File: config.mk
export PLATFORM = sky130hd
export DESIGN_NAME = systemizer_host
export DESIGN_NICKNAME = d
export VERILOG_FILES = /design/src/rtl/systemizer_host_pkg.sv /design/src/rtl/rd_skid_fifo.sv /design/src/rtl/systemizer_host.sv
export SDC_FILE = /design/constraint.sdc
export NUM_CORES = 1
export LEC_CHECK = 0
export BUFFER_PORTS_ARGS = -buffer_cell sky130_fd_sc_hd__buf_2
export CORE_MARGIN = 2
export CORE_UTILIZATION = 39
export DETAILED_ROUTE_END_ITERATION = 10
export SYNTH_ARGS = -nofsm -noshare
export SYNTH_HDL_FRONTEND = slang
export SYNTH_SLANG_ARGS = --single-unit
File: constraint.sdc
create_clock -name clk -period 2.7 [get_ports clk]
set_input_delay 0.54 -clock clk [delete_from_list [all_inputs] [get_ports clk]]
set_output_delay 0.54 -clock clk [all_outputs]
set_load 0.01 [all_outputs]
File: src/rtl/systemizer_host_pkg.sv
//==============================================================================
// Module      : systemizer_host_pkg
// Description : Shared constants for the systemizer host controller. Holds the
//               matrix geometry, the derived word/address widths and the FSM
//               state encoding used by systemizer_host.
// Revision    : 1.0 - initial release
//==============================================================================
`default_nettype none

`ifndef CLOG2
`define CLOG2(x) $clog2(x)
`endif

package systemizer_host_pkg;

    // Matrix geometry
    localparam int N     = 4;              // GF(M) elements per memory word
    localparam int M     = 3;              // field size
    localparam int L     = 16;             // matrix rows
    localparam int K     = 24;             // matrix columns

    // Derived widths
    localparam int W     = `CLOG2(M);      // bits per element
    localparam int DW    = N * W;          // bits per memory word
    localparam int DEPTH = L * K / N;      // words in the matrix
    localparam int AW    = `CLOG2(L * K / N);

    // FSM state encoding
    localparam int      STATE_W   = 3;
    localparam logic [STATE_W-1:0] ST_IDLE   = 3'd0;
    localparam logic [STATE_W-1:0] ST_LOAD   = 3'd1;
    localparam logic [STATE_W-1:0] ST_KICK   = 3'd2;
    localparam logic [STATE_W-1:0] ST_WAIT   = 3'd3;
    localparam logic [STATE_W-1:0] ST_UNLOAD = 3'd4;
    localparam logic [STATE_W-1:0] ST_DRAIN  = 3'd5;

endpackage

`default_nettype wire

File: src/rtl/rd_skid_fifo.sv
//==============================================================================
// Module      : rd_skid_fifo
// Description : Two-entry FIFO catching systemizer read data on the unload
//               path. The caller guarantees no push when full and no pop when
//               empty.
// Ports       : clk, rst        - clock, asynchronous active-high reset
//               i_push          - write i_push_data this cycle
//               i_push_data     - entry to store
//               i_pop           - retire the head entry this cycle
//               o_head          - current head entry
//               o_count         - number of stored entries (0..2)
// Revision    : 1.0 - initial release
//==============================================================================
`default_nettype none

module rd_skid_fifo #(
    parameter int WIDTH = 9
) (
    input  logic             clk,
    input  logic             rst,
    input  logic             i_push,
    input  logic [WIDTH-1:0] i_push_data,
    input  logic             i_pop,
    output logic [WIDTH-1:0] o_head,
    output logic [1:0]       o_count
);

    logic [WIDTH-1:0] r_mem [2];
    logic             r_wr_ptr;
    logic             r_rd_ptr;
    logic [1:0]       r_count;

    always_ff @(posedge clk or posedge rst) begin
        if (rst) begin
            r_mem[0] <= '0;
            r_mem[1] <= '0;
            r_wr_ptr <= 1'b0;
            r_rd_ptr <= 1'b0;
            r_count  <= 2'd0;
        end else begin
            if (i_push) begin
                r_mem[r_wr_ptr] <= i_push_data;
                r_wr_ptr        <= ~r_wr_ptr;
            end
            if (i_pop) begin
                r_rd_ptr <= ~r_rd_ptr;
            end
            r_count <= r_count + {1'b0, i_push} - {1'b0, i_pop};
        end
    end

    assign o_head  = r_mem[r_rd_ptr];
    assign o_count = r_count;

endmodule

`default_nettype wire

File: src/rtl/systemizer_host.sv
//==============================================================================
// Module      : systemizer_host
// Description : Host-side controller for the systemizer core. Streams the
//               matrix into systemizer memory, pulses start, waits for
//               done/fail and on success streams the result back out.
// Ports       : clk, rst                 - clock, asynchronous active-high reset
//               go / busy                - job start / job in progress
//               job_done / job_fail      - end-of-job pulse and its status
//               in_valid/in_ready/in_data     - load stream
//               out_valid/out_ready/out_data/out_last - unload stream
//               sys_start/sys_done/sys_fail   - systemizer control
//               sys_wr_en/sys_wr_addr/sys_data_in - systemizer write port
//               sys_rd_en/sys_rd_addr/sys_data_out - systemizer read port
// Revision    : 1.0 - initial release
//==============================================================================
`default_nettype none

module systemizer_host
    import systemizer_host_pkg::*;
(
    input  logic          clk,
    input  logic          rst,
    input  logic          go,
    output logic          busy,
    output logic          job_done,
    output logic          job_fail,
    input  logic          in_valid,
    output logic          in_ready,
    input  logic [DW-1:0] in_data,
    output logic          out_valid,
    input  logic          out_ready,
    output logic [DW-1:0] out_data,
    output logic          out_last,
    output logic          sys_start,
    input  logic          sys_done,
    input  logic          sys_fail,
    output logic          sys_wr_en,
    output logic [AW-1:0] sys_wr_addr,
    output logic [DW-1:0] sys_data_in,
    output logic          sys_rd_en,
    output logic [AW-1:0] sys_rd_addr,
    input  logic [DW-1:0] sys_data_out
);

    localparam logic [AW-1:0] c_last_addr = AW'(DEPTH - 1);

    logic [STATE_W-1:0] r_state;
    logic [STATE_W-1:0] w_state_nxt;
    logic [AW-1:0]      r_wcnt;
    logic [AW-1:0]      r_rcnt;
    logic               r_wr_en;
    logic [AW-1:0]      r_wr_addr;
    logic [DW-1:0]      r_wr_data;
    logic               r_start;
    logic               r_job_done;
    logic               r_job_fail;
    logic               r_inflight;
    logic               r_rd_last;

    logic               w_in_fire;
    logic               w_pop;
    logic               w_rd_issue;
    logic               w_done_ok;
    logic               w_done_fail;
    logic [2:0]         w_occ;
    logic [1:0]         w_fifo_count;
    logic [DW:0]        w_fifo_head;

    assign in_ready  = (r_state == ST_LOAD);
    assign w_in_fire = in_valid && in_ready;
    assign w_pop     = out_valid && out_ready;

    // Occupancy counts both stored words and the read whose data returns
    // next cycle; a word leaving this cycle frees its slot for a new read.
    assign w_occ      = {1'b0, w_fifo_count} + {2'b00, r_inflight};
    assign w_rd_issue = (r_state == ST_UNLOAD) && (w_occ < (3'd2 + {2'b00, w_pop}));

    // State register
    always_ff @(posedge clk or posedge rst) begin
        if (rst) begin
            r_state <= ST_IDLE;
        end else begin
            r_state <= w_state_nxt;
        end
    end

    // Next-state and end-of-job decode
    always_comb begin
        w_state_nxt = r_state;
        w_done_ok   = 1'b0;
        w_done_fail = 1'b0;
        case (r_state)
            ST_IDLE: begin
                if (go) w_state_nxt = ST_LOAD;
            end
            ST_LOAD: begin
                if (w_in_fire && (r_wcnt == c_last_addr)) w_state_nxt = ST_KICK;
            end
            ST_KICK: begin
                w_state_nxt = ST_WAIT;
            end
            ST_WAIT: begin
                if (sys_done) begin
                    if (sys_fail) begin
                        w_state_nxt = ST_IDLE;
                        w_done_fail = 1'b1;
                    end else begin
                        w_state_nxt = ST_UNLOAD;
                    end
                end
            end
            ST_UNLOAD: begin
                if (w_rd_issue && (r_rcnt == c_last_addr)) w_state_nxt = ST_DRAIN;
            end
            ST_DRAIN: begin
                if ((w_fifo_count == 2'd0) && !r_inflight) begin
                    w_state_nxt = ST_IDLE;
                    w_done_ok   = 1'b1;
                end
            end
            default: begin
                w_state_nxt = ST_IDLE;
            end
        endcase
    end

    // Datapath registers
    always_ff @(posedge clk or posedge rst) begin
        if (rst) begin
            r_wcnt     <= '0;
            r_rcnt     <= '0;
            r_wr_en    <= 1'b0;
            r_wr_addr  <= '0;
            r_wr_data  <= '0;
            r_start    <= 1'b0;
            r_job_done <= 1'b0;
            r_job_fail <= 1'b0;
            r_inflight <= 1'b0;
            r_rd_last  <= 1'b0;
        end else begin
            r_wr_en <= w_in_fire;
            if (w_in_fire) begin
                r_wr_addr <= r_wcnt;
                r_wr_data <= in_data;
            end

            // Counters rest at the terminal value until the job returns to
            // IDLE, so they never wrap inside a job.
            if (r_state == ST_IDLE) begin
                r_wcnt <= '0;
            end else if (w_in_fire && (r_wcnt != c_last_addr)) begin
                r_wcnt <= r_wcnt + AW'(1);
            end

            if (r_state == ST_IDLE) begin
                r_rcnt <= '0;
            end else if (w_rd_issue && (r_rcnt != c_last_addr)) begin
                r_rcnt <= r_rcnt + AW'(1);
            end

            r_start    <= (r_state == ST_KICK);
            r_inflight <= w_rd_issue;
            r_rd_last  <= w_rd_issue && (r_rcnt == c_last_addr);
            r_job_done <= w_done_ok || w_done_fail;
            r_job_fail <= w_done_fail;
        end
    end

    rd_skid_fifo #(
        .WIDTH (DW + 1)
    ) u_rd_skid_fifo (
        .clk         (clk),
        .rst         (rst),
        .i_push      (r_inflight),
        .i_push_data ({r_rd_last, sys_data_out}),
        .i_pop       (w_pop),
        .o_head      (w_fifo_head),
        .o_count     (w_fifo_count)
    );

    assign busy        = (r_state != ST_IDLE);
    assign job_done    = r_job_done;
    assign job_fail    = r_job_fail;
    assign out_valid   = (w_fifo_count != 2'd0);
    assign out_data    = w_fifo_head[DW-1:0];
    assign out_last    = w_fifo_head[DW];
    assign sys_start   = r_start;
    assign sys_wr_en   = r_wr_en;
    assign sys_wr_addr = r_wr_addr;
    assign sys_data_in = r_wr_data;
    assign sys_rd_en   = w_rd_issue;
    assign sys_rd_addr = r_rcnt;

endmodule

`default_nettype wire

==> impl_metrics.env <==
export IMPL_grt_pass1_wl_um=8528
export IMPL_layout_nets=310
export IMPL_synth_edf_count=0
export IMPL_clk_pin_slew_ps=70
export IMPL_wl_um=4950
export IMPL_worst_pin_slew_ps=462.7
export IMPL_synthTopCellsByCount="dfrtp_1 (60), mux2_2 (41), nor2_1 (13), inv_1 (11)"
export IMPL_fillerInstances=645
export IMPL_core_area_um2=6719
export IMPL_design_area_um2=3229
export IMPL_crit_path_end_kind="output port"
export IMPL_p_sw_w=0.0009062
export IMPL_pin_count=62
export IMPL_post_dp_hpwl_um=3423
export IMPL_postCtsSetupBuffers=0
export IMPL_relSlewSlack_pct=69.16
export IMPL_wl_per_cell_um=13.52
export IMPL_ys_warn_count=0
export IMPL_core_rowCount=30
export IMPL_via_count=1816
export IMPL_syn_nets=242
export IMPL_cts_tree="built"
export IMPL_p_seq_share_pct=46.4
export IMPL_syn2layout_area_growth_pct=21.06
export IMPL_vias_per_cell=4.962
export IMPL_crit_type="reg -> out"
export IMPL_setup_violations=0
export IMPL_min_period_ps=2255
export IMPL_antenna_found_initial=0
export IMPL_cap_violations=0
export IMPL_reg2reg_depth=6
export IMPL_vdd_ir_drop_max_uv=426.9
export IMPL_final_setup_tns_ps=0
export IMPL_regToRegSetupSlack_ps=760
export IMPL_drive_gt1_share_pct=44.76
export IMPL_finalMaxSlewViolations=0
export IMPL_die_area_um2=7518
export IMPL_yosysSeqAreaShare_pct=56.29
export IMPL_syn_inst=213
export IMPL_placed_area_um2=3060
export IMPL_synthArstFlopShare_pct=100.0
export IMPL_swShare_pct=31.52
export IMPL_powerDensity_nw_per_um2=890.4
export IMPL_cts_resized_gates=0
export IMPL_synth_top_flop_cell="dfrtp_1"
export IMPL_cts_root_buffer="clkbuf_8"
export IMPL_timing_rr_end="sys_rd_addr[5]"
export IMPL_grt_pass1_vias=1845
export IMPL_die_w_um=86.71
export IMPL_holdBufCountCts=0
export IMPL_synth_seq_cells=60
export IMPL_worstPathArrival_ps=1710
export IMPL_period_share_pct=83.51
export IMPL_rsz0062_at_grt="false"
export IMPL_synth_area_leader_cell="dfrtp_1"
export IMPL_finalClockSkew_ps=7.558
export IMPL_worstPathRequired_ps=2160
export IMPL_synth_top_area_share_pct=56.29
export IMPL_reg2reg_from="r_inflight"
export IMPL_final_util_pct=48.06
export IMPL_yosysMostFrequentCell="dfrtp_1"
export IMPL_gr_total_overflow=0
export IMPL_cts_htree_levels=3
export IMPL_status="complete, no violations"
export IMPL_synth_cell_area_um2=2668
export IMPL_die_h_um=86.71
export IMPL_start_kind="register"
export IMPL_cp_max_fo=6
export IMPL_p_leak_nw=1.574
export IMPL_cts_sinks=60
export IMPL_remaining_drc_errors=0
export IMPL_ant_nets=0
export IMPL_synth_cell_types=41
export IMPL_fin_cells=366
export IMPL_power_frac_comb_pct=29.5
export IMPL_hold_viol=0
export IMPL_avgSynthCellArea_um2=12.52
export IMPL_grt_max_degree=61
export IMPL_p_clk_share_pct=24.1
export IMPL_drt_first_pass_iters=4
export IMPL_gp_congestion=0.7356
export IMPL_grt_usage_pct=14.69
export IMPL_antenna_cells=0
export IMPL_io_buffers=61
export IMPL_synth_area_leaders="dfrtp_1 (56%), mux2_2 (17%), ha_1 (2.8%)"
export IMPL_min_delay_path_class="in -> async"
export IMPL_fmax_ghz=0.4435
export IMPL_clk_latency_ps=320
export IMPL_cts_buffers=9
export IMPL_dpl_cell_count=350
export IMPL_internal_power_w=0.001969
export IMPL_drt_initial_drc_count=69
export IMPL_start_util_pct=39.70
export IMPL_clockBufferDepth=2
## cell type report
| type | count | area (um2) | area share, % |
|---|---|---|---|
| well taps | 80 | 100.1 | 3.100 |
| clock buffers | 11 | 141.4 | 4.378 |
| multi-input cells | 134 | 1070 | 33.13 |
| repair buffers | 65 | 347.8 | 10.77 |
| clock inverters | 5 | 27.53 | 0.8524 |
| inverters | 11 | 41.29 | 1.279 |
| flip-flops and latches | 60 | 1501 | 46.49 |
## logic make-up (layout without fill, tap and decap cells)
kind of cell | after synthesis | after routing | synth area share, %
DFF | 60 | 60 | 56.29
and+or+nand+nor | 52 | 52 | 10.41
muxes | 42 | 42 | 17.68
AOI/OAI and AO/OA | 25 | 25 | 6.239
buffers and inverters | 19 | 92 | 3.611
xor gates and xnor gates | 9 | 9 | 2.955
adders and majority gates | 6 | 6 | 2.814
## per-layer routing
layer | part of all wire, % | global-route usage [%] | vias to the layer above
met5 | 0 | 0 | -
met4 | 1.1 | 6.392 | 0
met3 | 4.1 | 3.810 | 6
met2 | 48 | 23.92 | 42
met1 | 47 | 18.49 | 884
li1 | - | - | 884
## worst max-delay path by stage
stage | start | end | slack [ps] | depth (start not counted)
after global placement | r_inflight | sys_rd_addr[5] | 800 | 6
after detailed placement | r_inflight | sys_rd_addr[5] | 770 | 6
after floorplan | rst | job_done | 680 | 1
final | r_inflight | sys_rd_en | 450 | 6
after CTS | r_inflight | sys_rd_en | 410 | 6
after global routing | r_inflight | sys_rd_en | 270 | 6
## registers in the layout (all words and copies together) (netlist names), 2 cells and up
name                    cells
r_state                     3
r_wcnt                      7
sys_data_in                 8
sys_rd_addr                 7
sys_wr_addr                 7
u_rd_skid_fifo.o_count      2
u_rd_skid_fifo.r_mem       18
## per-stage QoR
step	setup slack (ps)	hold slack, ps	power (W)
after CTS	412.3	272.5	0.002930
after global placement	804.2	479.4	0.002197
after detailed placement	766.0	489.4	0.002221
final	445.3	235.7	0.002876
after floorplan	675.3	463.3	0.001924
after global routing	272.5	280.1	0.003093
## cell usage in the layout (no fill, tap or decap), drive strengths merged, types with 4 or more instances in the layout
| cell | n |
|---|---|
| clkbuf | 11 |
| a21oi | 5 |
| mux2 | 41 |
| dfrtp | 60 |
| nand2 | 8 |
| or3 | 4 |
| inv | 11 |
| o21ai | 11 |
| nand3 | 9 |
| clkinv | 4 |
| nor2 | 13 |
| xnor2 | 6 |
| buf | 65 |
| ha | 6 |
| nor2b | 5 |
## critical path, stage by stage (launching register included)
cell and delay, ps:
dfrtp_1 440, ha_1 230, ha_1 190, nor3_2 230, nand2_1 110, inv_1 70, buf_2 120
## power groups by stage
stage	combinational [W]	sequential, W	clock (W)
after floorplan	0.000613	0.00131	0
after global placement	0.000852	0.00134	0
after detailed placement	0.000866	0.00136	0
after CTS	0.000869	0.00134	0.000720
after global routing	0.000952	0.00137	0.000770
final	0.000849	0.00133	0.000692
(Power assumes the default switching activity.)
